## src/rtl/reflex_gate_array_if.sv

```systemverilog
// Bus bundle for reflex_gate_array: policy/safe torque inputs, veto requests,
// release controls and the registered per-channel command/status outputs.
interface reflex_gate_array_if #(
  parameter int NUM_CH = 4,
  parameter int DATA_W = 16,
  parameter int LOCK_W = 16,
  parameter int CNT_W  = 16
);
  logic [NUM_CH-1:0]        reflex_active;
  logic                     global_reflex;
  logic [NUM_CH*DATA_W-1:0] policy_torque;
  logic [NUM_CH*DATA_W-1:0] safe_torque;
  logic [LOCK_W-1:0]        lock_duration;
  logic [DATA_W-1:0]        ramp_step;
  logic [NUM_CH*DATA_W-1:0] final_command;
  logic [NUM_CH-1:0]        override_status;
  logic [NUM_CH-1:0]        ramp_status;
  logic [NUM_CH*CNT_W-1:0]  veto_count;

  modport master (
    output reflex_active, global_reflex, policy_torque, safe_torque,
           lock_duration, ramp_step,
    input  final_command, override_status, ramp_status, veto_count
  );

  modport slave (
    input  reflex_active, global_reflex, policy_torque, safe_torque,
           lock_duration, ramp_step,
    output final_command, override_status, ramp_status, veto_count
  );
endinterface

```

## src/rtl/reflex_gate_array.sv

```systemverilog
// Multi-channel reflex veto gate: PASS/LOCK/RAMP per channel with rate-limited release.
// Optional feature macro: REFLEX_GATE_VETO_CNT_EN enables saturating per-channel veto event counters.
module reflex_gate_array #(
  parameter int NUM_CH = 4,
  parameter int DATA_W = 16,
  parameter int LOCK_W = 16,
  parameter int CNT_W  = 16
) (
  input logic                clk,
  input logic                rst,
  reflex_gate_array_if.slave bus
);
  localparam logic [1:0] ST_PASS = 2'd0;
  localparam logic [1:0] ST_LOCK = 2'd1;
  localparam logic [1:0] ST_RAMP = 2'd2;

  for (genvar i = 0; i < NUM_CH; i++) begin : g_ch
    logic [1:0]          state_r, state_s;
    logic [LOCK_W-1:0]   lock_r, lock_s;
    logic [DATA_W-1:0]   out_r, out_s;
    logic                ovr_r, ovr_s;
    logic                ramp_r, ramp_s;
    logic                veto_s;
    logic [DATA_W-1:0]   policy_s, safe_s;
    logic signed [DATA_W:0] diff_s;
    logic [DATA_W:0]     mag_s, step_s;

    assign veto_s   = bus.reflex_active[i] | bus.global_reflex;
    assign policy_s = bus.policy_torque[i*DATA_W +: DATA_W];
    assign safe_s   = bus.safe_torque[i*DATA_W +: DATA_W];
    // Distance to policy in one extra bit so full-range swings cannot overflow.
    assign diff_s   = $signed({policy_s[DATA_W-1], policy_s}) - $signed({out_r[DATA_W-1], out_r});
    assign mag_s    = diff_s[DATA_W] ? $unsigned(-diff_s) : $unsigned(diff_s);
    assign step_s   = {1'b0, bus.ramp_step};

    // Next-state, next-output and status decode for this channel.
    always_comb begin
      state_s = state_r;
      lock_s  = lock_r;
      out_s   = out_r;
      ovr_s   = 1'b0;
      ramp_s  = 1'b0;
      case (state_r)
        ST_PASS: begin
          if (veto_s) begin
            state_s = ST_LOCK;
            lock_s  = bus.lock_duration;
            out_s   = safe_s;
            ovr_s   = 1'b1;
          end else begin
            out_s   = policy_s;
          end
        end
        ST_LOCK: begin
          out_s = safe_s;
          ovr_s = 1'b1;
          if (veto_s) begin
            lock_s = bus.lock_duration;
          end else if (lock_r != {LOCK_W{1'b0}}) begin
            lock_s = lock_r - LOCK_W'(1);
          end else if (bus.ramp_step == {DATA_W{1'b0}}) begin
            state_s = ST_PASS;
          end else begin
            state_s = ST_RAMP;
          end
        end
        ST_RAMP: begin
          if (veto_s) begin
            state_s = ST_LOCK;
            lock_s  = bus.lock_duration;
            out_s   = safe_s;
            ovr_s   = 1'b1;
          end else if (mag_s <= step_s) begin
            state_s = ST_PASS;
            out_s   = policy_s;
          end else begin
            // |d| > step, so the modular sum lands strictly between out_r and policy.
            out_s  = diff_s[DATA_W] ? (out_r - bus.ramp_step) : (out_r + bus.ramp_step);
            ramp_s = 1'b1;
          end
        end
        default: begin
          state_s = ST_PASS;
          lock_s  = {LOCK_W{1'b0}};
          out_s   = policy_s;
        end
      endcase
    end

    // Channel state and registered outputs.
    always_ff @(posedge clk or posedge rst) begin
      if (rst) begin
        state_r <= ST_PASS;
        lock_r  <= {LOCK_W{1'b0}};
        out_r   <= {DATA_W{1'b0}};
        ovr_r   <= 1'b0;
        ramp_r  <= 1'b0;
      end else begin
        state_r <= state_s;
        lock_r  <= lock_s;
        out_r   <= out_s;
        ovr_r   <= ovr_s;
        ramp_r  <= ramp_s;
      end
    end

    assign bus.final_command[i*DATA_W +: DATA_W] = out_r;
    assign bus.override_status[i]                = ovr_r;
    assign bus.ramp_status[i]                    = ramp_r;

`ifdef REFLEX_GATE_VETO_CNT_EN
    logic [CNT_W-1:0] vcnt_r;
    logic             event_s;

    // Reloads while already locked are not new events.
    assign event_s = veto_s && (state_r == ST_PASS || state_r == ST_RAMP);

    // Saturating veto event counter.
    always_ff @(posedge clk or posedge rst) begin
      if (rst) begin
        vcnt_r <= {CNT_W{1'b0}};
      end else if (event_s && (vcnt_r != {CNT_W{1'b1}})) begin
        vcnt_r <= vcnt_r + CNT_W'(1);
      end else begin
        vcnt_r <= vcnt_r;
      end
    end

    assign bus.veto_count[i*CNT_W +: CNT_W] = vcnt_r;
`else
    assign bus.veto_count[i*CNT_W +: CNT_W] = {CNT_W{1'b0}};
`endif
  end
endmodule

```

## src/flat_wrapper.sv

```systemverilog
// flat-port wrapper written by rule: the top's interface ports become plain ports
module reflex_gate_array_flat 
#(
  parameter int NUM_CH = 4,
  parameter int DATA_W = 16,
  parameter int LOCK_W = 16,
  parameter int CNT_W  = 16
)
  (clk, rst, bus_reflex_active, bus_global_reflex, bus_policy_torque, bus_safe_torque, bus_lock_duration, bus_ramp_step, bus_final_command, bus_override_status, bus_ramp_status, bus_veto_count);
  reflex_gate_array_if #(.NUM_CH(NUM_CH), .DATA_W(DATA_W), .LOCK_W(LOCK_W), .CNT_W(CNT_W)) bus_i ();
  input logic clk;
  input logic rst;
  input wire logic [$bits(bus_i.reflex_active)-1:0] bus_reflex_active;
  input wire logic [$bits(bus_i.global_reflex)-1:0] bus_global_reflex;
  input wire logic [$bits(bus_i.policy_torque)-1:0] bus_policy_torque;
  input wire logic [$bits(bus_i.safe_torque)-1:0] bus_safe_torque;
  input wire logic [$bits(bus_i.lock_duration)-1:0] bus_lock_duration;
  input wire logic [$bits(bus_i.ramp_step)-1:0] bus_ramp_step;
  output wire logic [$bits(bus_i.final_command)-1:0] bus_final_command;
  output wire logic [$bits(bus_i.override_status)-1:0] bus_override_status;
  output wire logic [$bits(bus_i.ramp_status)-1:0] bus_ramp_status;
  output wire logic [$bits(bus_i.veto_count)-1:0] bus_veto_count;
  assign bus_i.reflex_active = bus_reflex_active;
  assign bus_i.global_reflex = bus_global_reflex;
  assign bus_i.policy_torque = bus_policy_torque;
  assign bus_i.safe_torque = bus_safe_torque;
  assign bus_i.lock_duration = bus_lock_duration;
  assign bus_i.ramp_step = bus_ramp_step;
  assign bus_final_command = bus_i.final_command;
  assign bus_override_status = bus_i.override_status;
  assign bus_ramp_status = bus_i.ramp_status;
  assign bus_veto_count = bus_i.veto_count;
  reflex_gate_array #(.NUM_CH(NUM_CH), .DATA_W(DATA_W), .LOCK_W(LOCK_W), .CNT_W(CNT_W)) u_core (.clk(clk), .rst(rst), .bus(bus_i));
endmodule
```

## config.mk

```make
export PLATFORM = sky130hd
export DESIGN_NAME = reflex_gate_array_flat
export DESIGN_NICKNAME = d
export VERILOG_FILES = /design/src/rtl/reflex_gate_array_if.sv /design/src/rtl/reflex_gate_array.sv /design/src/flat_wrapper.sv
export SDC_FILE = /design/constraint.sdc
export NUM_CORES = 1
export LEC_CHECK = 0
export BUFFER_PORTS_ARGS = -buffer_cell sky130_fd_sc_hd__buf_2
export CORE_MARGIN = 4
export CORE_UTILIZATION = 41
export CTS_CLUSTER_SIZE = 10
export DETAILED_ROUTE_END_ITERATION = 16
export PLACE_DENSITY = 0.66
export SYNTH_ARGS = -nofsm -noshare
export SYNTH_HDL_FRONTEND = slang
export SYNTH_SLANG_ARGS = --single-unit
```

## constraint.sdc

```tcl
create_clock -name clk -period 5.8 [get_ports clk]
set_clock_uncertainty 0.2 [all_clocks]
set_input_delay 1.16 -clock clk [delete_from_list [all_inputs] [get_ports clk]]
set_output_delay 1.16 -clock clk [all_outputs]
set_load 0.03 [all_outputs]
```

After elaboration in Yosys (flattened, before gate mapping)
Index checks and enable logic that the tools add are counted.
{ "totals": {"word_cells": 186, "register_bits": 144, "latchBits": 0, "ramBits": 0, "n_memories": 0, "rom_bits": 0} }
{ "op_classes": {"order_cmp": 4, "div": 0, "bitwise_logic": 4, "mux": 85, "n_shift": 0, "n_addsub": 20, "n_reduce_logical": 21, "n_mul": 0, "n_eq_ne": 32} }
{ "op_table": {"columns": ["operator", "count"], "rows": [
  ["two-way mux 16 bit", 28],
  ["case mux 16 bit (3 select lines)", 4],
  ["case mux 16 bit (2 select lines)", 4],
  ["less-or-equal comparator 17 x 16 -> 1 bit", 4],
  ["two-way mux 17 bit", 4],
  ["negation 17 bit", 4],
  ["subtractor 16 x 16 -> 17 bit", 4],
  ["adder 16 bit", 4],
  ["nonzero test 16 bit", 4],
  ["subtractor 16 x 1 -> 16 bit, second input constant", 4],
  ["subtractor 16 bit", 4],
  ["two-way mux 2 bit", 21],
  ["inequality test 3 x 1 -> 1 bit, second input constant", 8],
  ["case mux 2 bit (3 select lines)", 4],
  ["zero test 16 bit", 1],
  ["two-way mux 1 bit", 16],
  ["inequality test 2 x 1 -> 1 bit, second input constant", 8],
  ["inequality test 2 bit, second input constant", 8],
  ["AND reduction 4 bit", 4],
  ["== test 2 x 1 -> 1 bit, second input constant", 4],
  ["== test 2 bit, second input constant", 4],
  ["zero test 2 bit", 4],
  ["case mux 1 bit (2 select lines)", 4],
  ["AND reduction 2 bit", 4],
  ["2 further kinds", 8]
]} }

Depth between registers and ports, before layout
Gate-level depths: netlist of run 1.
{ "logic_depth": {"depth_word": 7, "ltp_mapped": 25, "ltp_nobuf": 24} }

Least setup slack after synthesis of run 1
Ideal clock, no wire load.
{ "synth_timing": {"path_type": "input-to-reg", "start": "in bus_policy_torque[0]", "end": "reg u_core.g_ch[0].out_r[10]", "stages": 23, "arrival_time_ns": 5.773, "required_time_ns": 5.474, "slack_ns": -0.299, "setup_ns": 0.126, "path_cell_list": "inv_1 ha_1 fa_1 nor2b_4 o31a_1 o21ai_0 a211oi_1 a21oi_1 a31oi_1 clkbuf_1 clkbuf_1 mux2i_1 ha_1 nor2b_1 o21a_1 o21a_1 o21a_1 o211ai_1 a21oi_1 o31a_1 a31oi_4 nor3_4 a221o_1"} }
{ "synth_via": {"elab_chain_cells": 7, "elab_cells_between_ends": 8, "classes_between": "add/sub: 2; order compare: 1; mux: 5"} }
{ "synth_rtl": {"columns": ["element", "line_no", "source"], "rows": [
  ["start: declaration", "flat_wrapper.sv:15", "input wire logic [$bits(bus_i.policy_torque)-1:0] bus_policy_torque;"],
  ["subtractor 16 x 16 -> 17 bit (*)", "reflex_gate_array.sv:32", "assign diff_s = $signed({policy_s[DATA_W-1], policy_s}) - $signed({out_r[DATA_W-1], out_r});"],
  ["negation 17 bit", "reflex_gate_array.sv:33", "assign mag_s = diff_s[DATA_W] ? $unsigned(-diff_s) : $unsigned(diff_s);"],
  ["two-way mux 17 bit", "reflex_gate_array.sv:33", null],
  ["less-or-equal comparator 17 x 16 -> 1 bit", "reflex_gate_array.sv:73", "end else if (mag_s <= step_s) begin"],
  ["two-way mux 16 bit (*)", "reflex_gate_array.sv:73", null],
  ["two-way mux 16 bit (*)", "reflex_gate_array.sv:68", "if (veto_s) begin"],
  ["case mux 16 bit (3 select lines) (*)", "reflex_gate_array.sv:43", "case (state_r)"],
  ["named net u_core.g_ch[0].out_s[10]", "reflex_gate_array.sv:20", "logic [DATA_W-1:0] out_r, out_s;"],
  ["end signal: assignment", "reflex_gate_array.sv:95", "out_r <= {DATA_W{1'b0}};"],
  ["end signal: assignment", "reflex_gate_array.sv:101", "out_r <= out_s;"],
  ["end: declaration", "reflex_gate_array.sv:20", null]
]} }
Mark *: on every way through the listed nets, which the timed path passes. The rest lies on a longest branch.
A chain may end at the register's enable or synchronous reset.

Final worst setup path of run 1
{ "layout_timing": {"start": "in bus_policy_torque[17]", "end": "reg u_core.g_ch[1].out_r[1]"} }
{ "layout_via": {"elab_chain_cells": 7, "elab_cells_between_ends": 9, "classes_between": "add/sub: 2; order compare: 1; mux: 6"} }
{ "layout_rtl": {"columns": ["element", "line_no"], "rows": [
  ["subtractor 16 x 16 -> 17 bit", "reflex_gate_array.sv:32"],
  ["negation 17 bit", "reflex_gate_array.sv:33"],
  ["two-way mux 17 bit", "reflex_gate_array.sv:33"],
  ["less-or-equal comparator 17 x 16 -> 1 bit", "reflex_gate_array.sv:73"],
  ["two-way mux 16 bit", "reflex_gate_array.sv:73"],
  ["two-way mux 16 bit", "reflex_gate_array.sv:68"],
  ["case mux 16 bit (3 select lines) (*)", "reflex_gate_array.sv:43"],
  ["named net u_core.g_ch[1].out_s[1]", "reflex_gate_array.sv:20"],
  ["end signal: assignment", "reflex_gate_array.sv:95"],
  ["end signal: assignment", "reflex_gate_array.sv:101"],
  ["end: declaration", "reflex_gate_array.sv:20"]
]} }
Marked as above.

==> metrics.md, run 1 <==
| Metric | Value |
|---|---|
| Worst slew pin tran | `1.16 ns` |
| Commonest non-fill, non-tap cells in the layout | `buf_4, nor2_1, buf_2, o21ai_0, ha_1` |
| Clock latency on the worst-skew pair | `0.50 ns` |
| Largest net degree at the start of global routing | `72` |
| DRC Markers | `0` |
| Share of layout cells above drive strength 1 | `25.1%` |
| Minimum clock period | `5.70 ns` |
| CP required | `5.98 ns` |
| Worst Reg-to-Reg Cells | `21` |
| Post-synthesis area per instance | `7.65 um^2` |
| Flops & latches, synth | `144` |
| Gr ovfl total | `0` |
| Synthesis Warnings | `0` |
| Worst setup path startpoint | `bus_policy_torque[17]` |
| Die area | `50700 um^2` |
| Root Driver | `clkbuf_16` |
| Status | `completed` |
| CTS tree | `done` |
| Drt pass-1 iters | `6` |
| Leak | `0.0114 uW` |
| # nets final | `3419` |
| Rel. slew slack | `22.1%` |
| Hold Slack | `0.307 ns` |
| Reg2reg start | `u_core.g_ch[1].out_r[1]` |
| Power density cells | `237 nW/um^2` |
| Final setup viols | `0` |
| # diodes | `0` |
| Final hold violation count | `0` |
| Post-synthesis simple-gate area fraction | `19.7%` |
| Reg clk slew, reported paths | `0.07 ns` |
| Die height | `225 um` |
| Post-DP HPWL | `56700 um` |
| Post-synthesis xor/xnor area fraction | `9.42%` |
| Mux share of post-synthesis cell area | `4.82%` |
| Hold crit path type | `flip-flop to flip-flop` |
| Initial antenna violation count | `0` |
| Final wirelength | `72300 um` |
| CP Capture Point | `u_core.g_ch[1].out_r[1]` |
| Period Utilization, post-route | `98.3%` |
| DRT iter0 DRCs | `1773` |
| Synth cell types | `104` |
| Dpl ws | `-0.579 ns` |
| Seq/Total Area, Yosys | `18.6%` |
| # IOs | `303` |
| H-tree Lvls | `4` |
| Chip width | `225 um` |
| Fmax | `175 MHz` |
| TritonCTS buffer count | `17` |
| Primary FF master, synth | `dfrtp_1` |
| Vias in the first global route | `20.3k` |
| Hold bufs inserted after CTS | `0` |
| Mapped cell area | `19300 um^2` |
| TritonCTS Sinks | `144` |
| First-pass GRT wire length | `109000 um` |
| CORE AREA | `46600 um^2` |
| Max_cap viols | `0` |
| R2R setup slack | `0.28 ns` |
| Synth Area in Compound Gates | `25.7%` |
| Finished Cell Area | `24400 um^2` |
| Critical Path Sink Type | `flip-flop` |
| Most common cell after layout, fill and taps aside | `buf_4` |
| CP Launch Type | `input port` |
| Final Worst Setup Slack | `0.0991 ns` |
| Gpl congestion | `0.954` |
| Vias per cell | `5.73` |
| Area delta synth->final | `26.1%` |
| Largest vdd supply drop | `0.193 mV` |
| Setup Crit Path Kind | `input port to flip-flop` |
| Crit path DAT | `5.88 ns` |
| R2R Path End | `u_core.g_ch[1].out_r[1]` |
| Synth Area in Adders | `13.6%` |
| Buffer levels on the longest clock path | `2` |
| IO Port Bufs | `238` |
| Max FO, Critical Path | `5` |
| Main combinational cell family by area after synthesis | `compound AO/OA/AOI/OAI gates` |
| WL/cell | `19.7 um` |
| Total Routing Usage GR | `27.2%` |
| Vias post-DR | `21.0k` |
| Placed inst area | `23300 um^2` |
| Post-Syn Instances | `2526` |
| Post-synth EDFFs | `0` |
| Antenna-violating nets left | `0` |
| Slew Limit Fails | `0` |
| Initial Utilization | `41.5%` |
| Standard-cell row count | `79` |
| Synth async-reset ratio | `100%` |
-- flip-flops by register name, summed over array words and instances, names as in the netlist --
signal / flops
u_core.g_ch.out_r: 64
u_core.g_ch.ovr_r: 4
u_core.g_ch.lock_r: 64
u_core.g_ch.state_r: 8
u_core.g_ch.ramp_r: 4
-- what timing repair did --
| item | in CTS | in global routing |
|---|---|---|
| buffers inserted | 0 | 14 |
| resized for setup | 3 | 84 |
| cloned | 0 | 2 |
| endpoints found under the setup margin | 12 | 66 |
| pin swaps | 1 | 38 |
-- cell families (layout without fill, tap and decap cells) --
family / count (synthesis) / count (layout)
fa+ha+maj: 205 / 205
other cells: 1 / 64
buf+inv: 337 / 807
flops: 144 / 144
compound gates: 762 / 763
mux: 92 / 92
xor+xnor: 208 / 208
simple gates: 777 / 777
-- metal layers --
layer / wire length (um) / vias up / global-route usage, %
li1: - / 10067 / -
met1: 30800 / 10028 / 35.6
met2: 34000 / 778 / 44.9
met3: 5030 / 145 / 5.03
met4: 2370 / 0 / 10.2
met5: 0 / - / 0
-- area by class of cell --
class,instances,area [um^2]
inverter,174,658
clock inverter,11,96.3
sequential,144,3600
tap,607,759
fill,4493,22200
multi-input combinational,2109,14800
timing repair buffer,601,3960
clock buffer,21,460
-- cells in the mapped netlist (all sizes together) (27+ instances only) --
library cell / n / area, um^2
a21o: 38 / 288
ha: 197 / 2460
nor2b: 44 / 283
a21oi: 185 / 933
mux2i: 84 / 841
nor3: 98 / 517
o21ai: 219 / 1100
clkbuf: 76 / 287
xor2: 49 / 429
nand3: 46 / 235
nand2b: 27 / 169
a31oi: 37 / 246
o21a: 39 / 294
xnor2: 159 / 1390
nor2: 280 / 1080
buf: 87 / 644
dfrtp: 144 / 3600
inv: 166 / 623
nand2: 145 / 544
-- worst min path at each step --
stage | start | slack [ns] | cells past startpoint | endpoint
floorplan | u_core.g_ch[2].lock_r[10] | 0.26 | 2 | u_core.g_ch[2].lock_r[10]
global placement | u_core.g_ch[2].lock_r[10] | 0.28 | 2 | u_core.g_ch[2].lock_r[10]
detailed placement | u_core.g_ch[3].lock_r[2] | 0.30 | 2 | u_core.g_ch[3].lock_r[2]
CTS | u_core.g_ch[3].lock_r[2] | 0.31 | 2 | u_core.g_ch[3].lock_r[2]
global route | u_core.g_ch[2].lock_r[5] | 0.35 | 2 | u_core.g_ch[2].lock_r[5]
finish | u_core.g_ch[3].lock_r[2] | 0.31 | 2 | u_core.g_ch[3].lock_r[2]
-- through the flow --
step                util (%)  total power, uW  setup TNS [ns]  cells
floorplan                  -             3310               0   2589
global placement        50.1             4430          -20.16   3620
detailed placement      50.1             4490          -24.90   3620
CTS                     51.3             5650               0   3652
global route            52.3             6190          -0.126   3667
finish                  52.3             5790               0   3667
-- where the power goes --
group          total [uW]  internal, uW  switching [uW]
registers            1160          1080            81.8
clock network        1120           580             541
logic                3500          1630            1870
-- worst max-delay path, stage by stage --
cell      delay, ns
buf_2          0.14
ha_4           0.21
nor2b_4        0.12
o31a_1         0.29
o41a_1         0.49
buf_4          0.18
o21bai_1       0.19
a21oi_2        0.09
a2111o_1       0.38
or3_4          0.44
o41ai_4        0.23
xnor2_1        0.12
ha_1           0.30
nand4_1        0.12
o41ai_2        0.38
a21oi_2        0.08
and2_4         0.18
a41oi_4        0.21
buf_6          0.20
nor2_4         0.05
mux2_4         0.31
No activity file was read; power rests on OpenSTA's default activity.
==> inputs of run 2 (changes only) <==
Settings changed: CORE_UTILIZATION 41 to 30, PLACE_DENSITY 0.66 to 0.53.
==> run 2 against run 1 <==
  * Global-route usage is 5.4 points lower
  * Sequential power hardly changed
  * Cell count is 7.1% higher
  * Wire length is 6.7% higher
  * Utilization is 13 points lower
  * Critical path type unchanged
  * Largest power group unchanged
==> metrics.md, run 2 (synthesized netlist as in run 1, its figures left out) <==
| Metric | Value |
|---|---|
| Drt pass-1 iters | `7 (+1)` |
| # nets final | `3440 (+0.61%)` |
| Largest registers | `u_core.g_ch.lock_r: 64 flops, u_core.g_ch.out_r: 64 flops, u_core.g_ch.state_r: 8 flops` |
| Fmax | `176 MHz (+0.30%)` |
| Post-DP HPWL | `61600 um (+8.6%)` |
| Hold bufs inserted after CTS | `0 (unchanged)` |
| Largest net degree at the start of global routing | `80 (+11%)` |
| Die area | `68600 um^2 (+35%)` |
| Standard-cell row count | `92 (+16%)` |
| Slew Limit Fails | `0 (unchanged)` |
| Worst slew pin tran | `1.17 ns (+0.00650 ns)` |
| Max FO, Critical Path | `8 (+3)` |
| Final hold violation count | `0 (unchanged)` |
| Most common cell after layout, fill and taps aside | `buf_4` |
| Gr ovfl total | `0 (unchanged)` |
| Vias post-DR | `20.9k (-0.44%)` |
| CORE AREA | `63400 um^2 (+36%)` |
| First-pass GRT wire length | `117000 um (+6.8%)` |
| Share of layout cells above drive strength 1 | `25.1% (+0.056 points)` |
| Slowest CP cell | `or3_4` |
| Antenna-violating nets left | `0 (unchanged)` |
| Gpl congestion | `0.907 (-4.9%)` |
| Number of fill cells | `6581 (+46%)` |
| Final setup viols | `0 (unchanged)` |
| DRC Markers | `0 (unchanged)` |
| Chip width | `262 um (+16%)` |
| CTS tree | `done` |
| Initial Utilization | `30.5% (-11 points)` |
| Hold crit path type | `flip-flop to flip-flop` |
| Root Driver | `clkbuf_16` |
| Leak | `0.0115 uW (+1.2%)` |
| Total Power | `5940 uW (+2.7%)` |
| DRT iter0 DRCs | `1633 (-7.9%)` |
| Total Routing Usage GR | `21.8% (-5.4 points)` |
| Vias per cell | `5.33 (-7.1%)` |
| Largest vdd supply drop | `0.260 mV (+34%)` |
| Most frequent CP cell | `a21o_1` |
| Crit path DAT | `5.85 ns (-0.03 ns)` |
| Clock latency on the worst-skew pair | `0.49 ns (about the same)` |
| Setup Crit Path Kind | `input port to flip-flop` |
| Slowest stage delay, CP | `0.37 ns (-0.12 ns)` |
| WL/cell | `19.6 um (-0.37%)` |
| Initial antenna violation count | `0 (unchanged)` |
| Final wirelength | `77100 um (+6.7%)` |
| # IOs | `303 (unchanged)` |
| Critical Path Sink Type | `flip-flop` |
| Rel. slew slack | `21.6% (-0.44 points)` |
| Buffer levels on the longest clock path | `2 (unchanged)` |
| Minimum clock period | `5.68 ns (-0.0172 ns)` |
| CP required | `5.96 ns (-0.02 ns)` |
| Commonest non-fill, non-tap cells in the layout | `buf_4, nor2_1, buf_2, o21ai_0, ha_1` |
| Area delta synth->final | `28.4%` |
| Final Worst Setup Slack | `0.116 ns (+0.0172 ns)` |
| Die height | `262 um (+16%)` |
| IO Port Bufs | `238 (unchanged)` |
| Critical path cell sequence | `buf_2 -> ha_1 -> nor2b_1 -> o311a_1 -> a211o_1 -> or3_4 -> or3_4 -> nor3_4 -> a21oi_1 -> xnor2_1 -> ha_1 -> a21o_1 -> a21o_1 -> a21o_1 -> a21o_1 -> a221o_1 -> o21ai_2 -> nor2_1 -> a31oi_4 -> buf_12 -> buf_4 -> mux2i_1 -> o21ai_0` |
| Dpl ws | `-0.535 ns (+0.0444 ns)` |
| Period Utilization, post-route | `98.0% (-0.30 points)` |
| Power density cells | `239 nW/um^2 (+0.82%)` |
| TritonCTS buffer count | `17 (unchanged)` |
| Status | `completed` |
| TritonCTS Sinks | `144 (unchanged)` |
| CP Launch Type | `input port` |
| Vias in the first global route | `20.4k (+0.67%)` |
| Max_cap viols | `0 (unchanged)` |
| Reg clk slew, reported paths | `0.08 ns (about the same)` |
| H-tree Lvls | `4 (unchanged)` |
## run 2: worst paths after layout
| check | cells past startpoint | end | slack (ns) | startpoint |
|---|---|---|---|---|
| setup / recovery | 23 | u_core.g_ch[2].out_r[8] | 0.12 | bus_policy_torque[33] |
| hold / removal | 2 | u_core.g_ch[2].lock_r[5] | 0.31 | u_core.g_ch[2].lock_r[5] |
| setup reg to reg | 23 | u_core.g_ch[2].out_r[8] | 0.28 | u_core.g_ch[2].out_r[1] |
| hold reg to reg | 2 | u_core.g_ch[2].lock_r[5] | 0.31 | u_core.g_ch[2].lock_r[5] |
| max in group asynchronous | 3 | u_core.g_ch[0].out_r[2] | 3.64 | rst |
| min in group asynchronous | 2 | u_core.g_ch[1].lock_r[5] | 0.65 | rst |
## run 2: what timing repair did
action	CTS	global route
pin swaps	0	25
setup endpoints to repair	2	68
setup buffers	0	12
gates resized for setup	2	65
cloned	0	1
## run 2: power breakdown
group,internal [uW],switching (uW),total [uW]
Combinational,1650,1890,3540
Clock,658,578,1240
Sequential,1080,83.9,1160
## run 2: stage by stage
| step | instances | hold WS, ns | setup TNS (ns) | util (%) | cell area (um^2) |
|---|---|---|---|---|---|
| finish | 3928 | 0.308 | 0 | 39.1 | 24800 |
| global placement | 3882 | 0.276 | -21.37 | 37.6 | 23800 |
| floorplan | 2589 | 0.261 | 0 | - | 19700 |
| global route | 3927 | 0.349 | -0.182 | 39.1 | 24800 |
| detailed placement | 3882 | 0.296 | -26.55 | 37.6 | 23800 |
| CTS | 3914 | 0.312 | 0 | 38.5 | 24400 |
## run 2: area by class of cell
class | count | area, um^2 | share of cell area, %
diodes | 1 | 2.50 | 0.0101
multi-input cells | 2108 | 14700 | 59.3
flip-flops and latches | 144 | 3600 | 14.5
well taps | 846 | 1060 | 4.26
inverters | 174 | 658 | 2.65
clock inverters | 14 | 183 | 0.736
repair buffers | 623 | 4170 | 16.8
clock buffers | 18 | 429 | 1.73
## run 2: critical path: cells and delay by family
family | cells | cell delay (ns)
simple gates | 5 | 1.13
compound gates | 11 | 2.19
mux | 1 | 0.21
fa+ha+maj | 2 | 0.56
buf+inv | 3 | 0.44
xor+xnor | 1 | 0.13
## run 2: metal layers
metal	track usage [%]	wire length [um]	up-vias	part of all wire, %
li1	-	-	10090	-
met1	29.2	34700	10036	45
met2	35.9	36000	671	47
met3	3.07	3980	128	5.2
met4	7.50	2400	0	3.1
met5	0	0	-	0
==> inputs of run 3 (changes only) <==
Settings changed: PLACE_DENSITY 0.53 to 0.54.
Clock period 5.8 ns to 5 ns, I/O delays scaled along.
==> run 3 against run 2 <==
  * Utilization up 4.2 points
  * The flow now finishes with violations (negative setup slack)
  * Highest routed layer unchanged
  * Critical path depth is 1 lower
  * Cell count increased by 5.8%
  * Total power increased by 24%
  * First-iteration DRC count fell by 5.4%
  * Die area unchanged
  * Wire length down 0.33%
  * Hold slack improved by 0.0031 ns
==> metrics.md, run 3 (synthesized netlist as in run 1, its figures left out) <==
| Metric | Value |
|---|---|
| WL/cell | `18.5 um (-5.8%)` |
| Die area | `68600 um^2 (unchanged)` |
| Antenna-violating nets left | `0 (unchanged)` |
| Int Power | `4250 uW (+25%)` |
| Initial Utilization | `30.5% (unchanged)` |
| Hold Slack | `0.311 ns (+0.00308 ns)` |
| Commonest non-fill, non-tap cells in the layout | `buf_4, nor2_1, buf_2, ha_1, a21oi_1` |
| Reg clk slew, reported paths | `0.07 ns (about the same)` |
| Final setup viols | `70 (+70)` |
| Min-delay src | `u_core.g_ch[0].lock_r[15]` |
| Net Sw Power | `3120 uW (+22%)` |
| Status | `finished with violations` |
| Vias in the first global route | `20.4k (+0.22%)` |
| First-pass GRT wire length | `117000 um (-0.14%)` |
| Hold depth | `2 (unchanged)` |
| Number of fill cells | `6462 (-1.8%)` |
| # IOs | `303 (unchanged)` |
| Post-DP HPWL | `61200 um (-0.58%)` |
| Reg2reg start | `u_core.g_ch[2].out_r[4]` |
| H-tree Lvls | `4 (unchanged)` |
| Failing checks | `negative setup slack` |
| Power density cells | `268 nW/um^2 (+12%)` |
| Minimum clock period | `5.35 ns` |
| Slowest stage delay, CP | `0.39 ns (+0.02 ns)` |
| Critical path cell sequence | `buf_2 -> ha_4 -> a21o_1 -> mux2_2 -> a211o_1 -> or3_4 -> or3_4 -> nor3_4 -> a21oi_2 -> xnor2_1 -> ha_1 -> a21o_1 -> a21o_1 -> a21o_1 -> a21o_1 -> a221o_1 -> o21ai_2 -> nor2_2 -> a31oi_4 -> buf_12 -> mux2i_1 -> a221o_1` |
| Clock Power Share | `18.9% (-1.9 points)` |
| Chip width | `262 um (unchanged)` |
| Root Driver | `clkbuf_16` |
| Rel. slew slack | `21.4% (-0.25 points)` |
| DRC Markers | `0 (unchanged)` |
| Leak | `0.0129 uW (+11%)` |
| Gr ovfl total | `0 (unchanged)` |
| R2R setup slack | `-0.19 ns (-0.47 ns)` |
| Placed inst area | `25500 um^2 (+7.2%)` |
| Total Routing Usage GR | `21.8% (about the same)` |
| Worst slew pin tran | `1.17 ns (+0.00376 ns)` |
| Met1 Wirelength | `35900 um (+3.4%)` |
| DRT iter0 DRCs | `1545 (-5.4%)` |
| Die height | `262 um (unchanged)` |
| Most frequent CP cell | `a21o_1` |
| Final Worst Setup Slack | `-0.349 ns (-0.465 ns)` |
| Max_cap viols | `0 (unchanged)` |
| Largest net degree at the start of global routing | `66 (-18%)` |
| Hold EP | `u_core.g_ch[0].lock_r[15]` |
| CP Launch Type | `input port` |
| Reg power frac | `18.1% (-1.5 points)` |
| RSZ-0062 raised after global routing | `true` |
| Setup Crit Path Kind | `input port to flip-flop` |
| CP top delay family | `compound AO/OA/AOI/OAI gates` |
| TritonCTS Sinks | `144 (unchanged)` |
| CP required | `5.17 ns (-0.79 ns)` |
| Final wirelength | `76900 um (-0.33%)` |
| Switching share of total power | `42.3% (-0.66 points)` |
| Gpl congestion | `0.894 (-1.4%)` |
| DR top layer | `met4` |
| Fmax | `187 MHz` |
| Largest registers | `u_core.g_ch.lock_r: 64 flops, u_core.g_ch.out_r: 64 flops, u_core.g_ch.state_r: 8 flops` |
| Period Utilization, post-route | `107%` |
| Buffer levels on the longest clock path | `2 (unchanged)` |
| R2R Path End | `u_core.g_ch[2].out_r[1]` |
| Routed wl met2 | `35900 um (-0.32%)` |
| Drt pass-1 iters | `5 (-2)` |
| CORE AREA | `63400 um^2 (unchanged)` |
| Worst Reg-to-Reg Cells | `22 (-4.3%)` |
| Largest vdd supply drop | `0.293 mV (+13%)` |
| Share of layout cells above drive strength 1 | `33.6% (+8.5 points)` |
| Clock latency on the worst-skew pair | `0.49 ns (about the same)` |
| IO Port Bufs | `238 (unchanged)` |
| Max FO, Critical Path | `7 (-1)` |
| Slew Limit Fails | `0 (unchanged)` |
| Vias post-DR | `21.1k (+1.1%)` |
| Multi-input gate area | `15500 um^2 (+5.3%)` |
| Logic pwr share | `63.0% (+3.4 points)` |
| Standard-cell row count | `92 (unchanged)` |
| Finished Cell Area | `27500 um^2 (+11%)` |
| CTS tree | `done` |
| Slowest CP cell | `or3_4` |
| Area delta synth->final | `42.0%` |
| Critical Path Sink Type | `flip-flop` |
| Final hold violation count | `0 (unchanged)` |
| Initial antenna violation count | `2 (+2)` |
| CP Buf/Inv Count | `2 (-1)` |
| # nets final | `3666 (+6.6%)` |
| Register Area | `3600 um^2 (unchanged)` |
| Crit path DAT | `5.51 ns (-0.34 ns)` |
| WL met3 | `3610 um (-9.3%)` |
| Hold crit path type | `flip-flop to flip-flop` |
| Vias per cell | `5.09 (-4.5%)` |
| Most common cell after layout, fill and taps aside | `buf_4` |
| TritonCTS buffer count | `17 (unchanged)` |
| Hold bufs inserted after CTS | `0 (unchanged)` |
[run 3: power by group through the flow]
stage          Sequential, uW  Clock (uW)  Combinational [uW]
2_1_floorplan            1400           0                2500
3_3_place_gp             1360           0                4210
3_5_place_dp             1350           0                4220
4_1_cts                  1330        1430                4420
5_1_grt                  1350        1460                5080
6_report                 1330        1390                4640
[run 3: worst max-delay path by stage]
stage / start / endpoint / slack [ns] / cells after the start
2_1_floorplan: bus_policy_torque[32] / u_core.g_ch[2].out_r[9] / -0.61 / 24
6_report: bus_policy_torque[36] / u_core.g_ch[2].out_r[1] / -0.35 / 22
5_1_grt: bus_policy_torque[32] / u_core.g_ch[2].out_r[1] / -0.53 / 24
3_3_place_gp: bus_policy_torque[16] / u_core.g_ch[1].out_r[15] / -1.14 / 23
3_5_place_dp: bus_policy_torque[16] / u_core.g_ch[1].out_r[15] / -1.13 / 23
4_1_cts: bus_policy_torque[32] / u_core.g_ch[2].out_r[13] / -0.32 / 25
[run 3: stage by stage]
step	utilization [%]	worst slack, ns	cells	total power (uW)	TNS (ns)
floorplan	-	-0.613	2589	3910	-20.44
global placement	40.3	-1.14	4069	5560	-55.27
detailed placement	40.3	-1.13	4069	5570	-56.66
CTS	42.3	-0.323	4127	7180	-6.42
global route	43.3	-0.532	4154	7890	-24.80
finish	43.3	-0.349	4155	7370	-10.29
[run 3: final cells by class]
class	instances	share of cell area, %
well taps	846	3.85
multi-input cells	2108	56.4
flip-flops and latches	144	13.1
repair buffers	849	21.9
clock inverters	14	0.588
diodes	2	0.0182
clock buffers	18	1.56
inverters	174	2.49
[run 3: routing by layer]
| layer | vias to the layer above | global-route usage (%) |
|---|---|---|
| met5 | - | 0 |
| met2 | 530 | 36.0 |
| li1 | 10537 | - |
| met3 | 73 | 2.46 |
| met1 | 10008 | 30.4 |
| met4 | 0 | 5.32 |
[run 3: repair_timing]
| item | CTS | global route |
|---|---|---|
| pin swaps | 89 | 79 |
| setup buffers | 25 | 27 |
| cloned | 1 | 0 |
| hold endpoints to repair | 0 | 0 |
| gates resized for setup | 106 | 96 |
| endpoints found under the setup margin | 72 | 72 |
[run 3: worst min-delay path, cell delays in order (launching register included)]
cell,delay (ns)
dfrtp_1,0.35
o21ai_0,0.07
o21ai_0,0.06
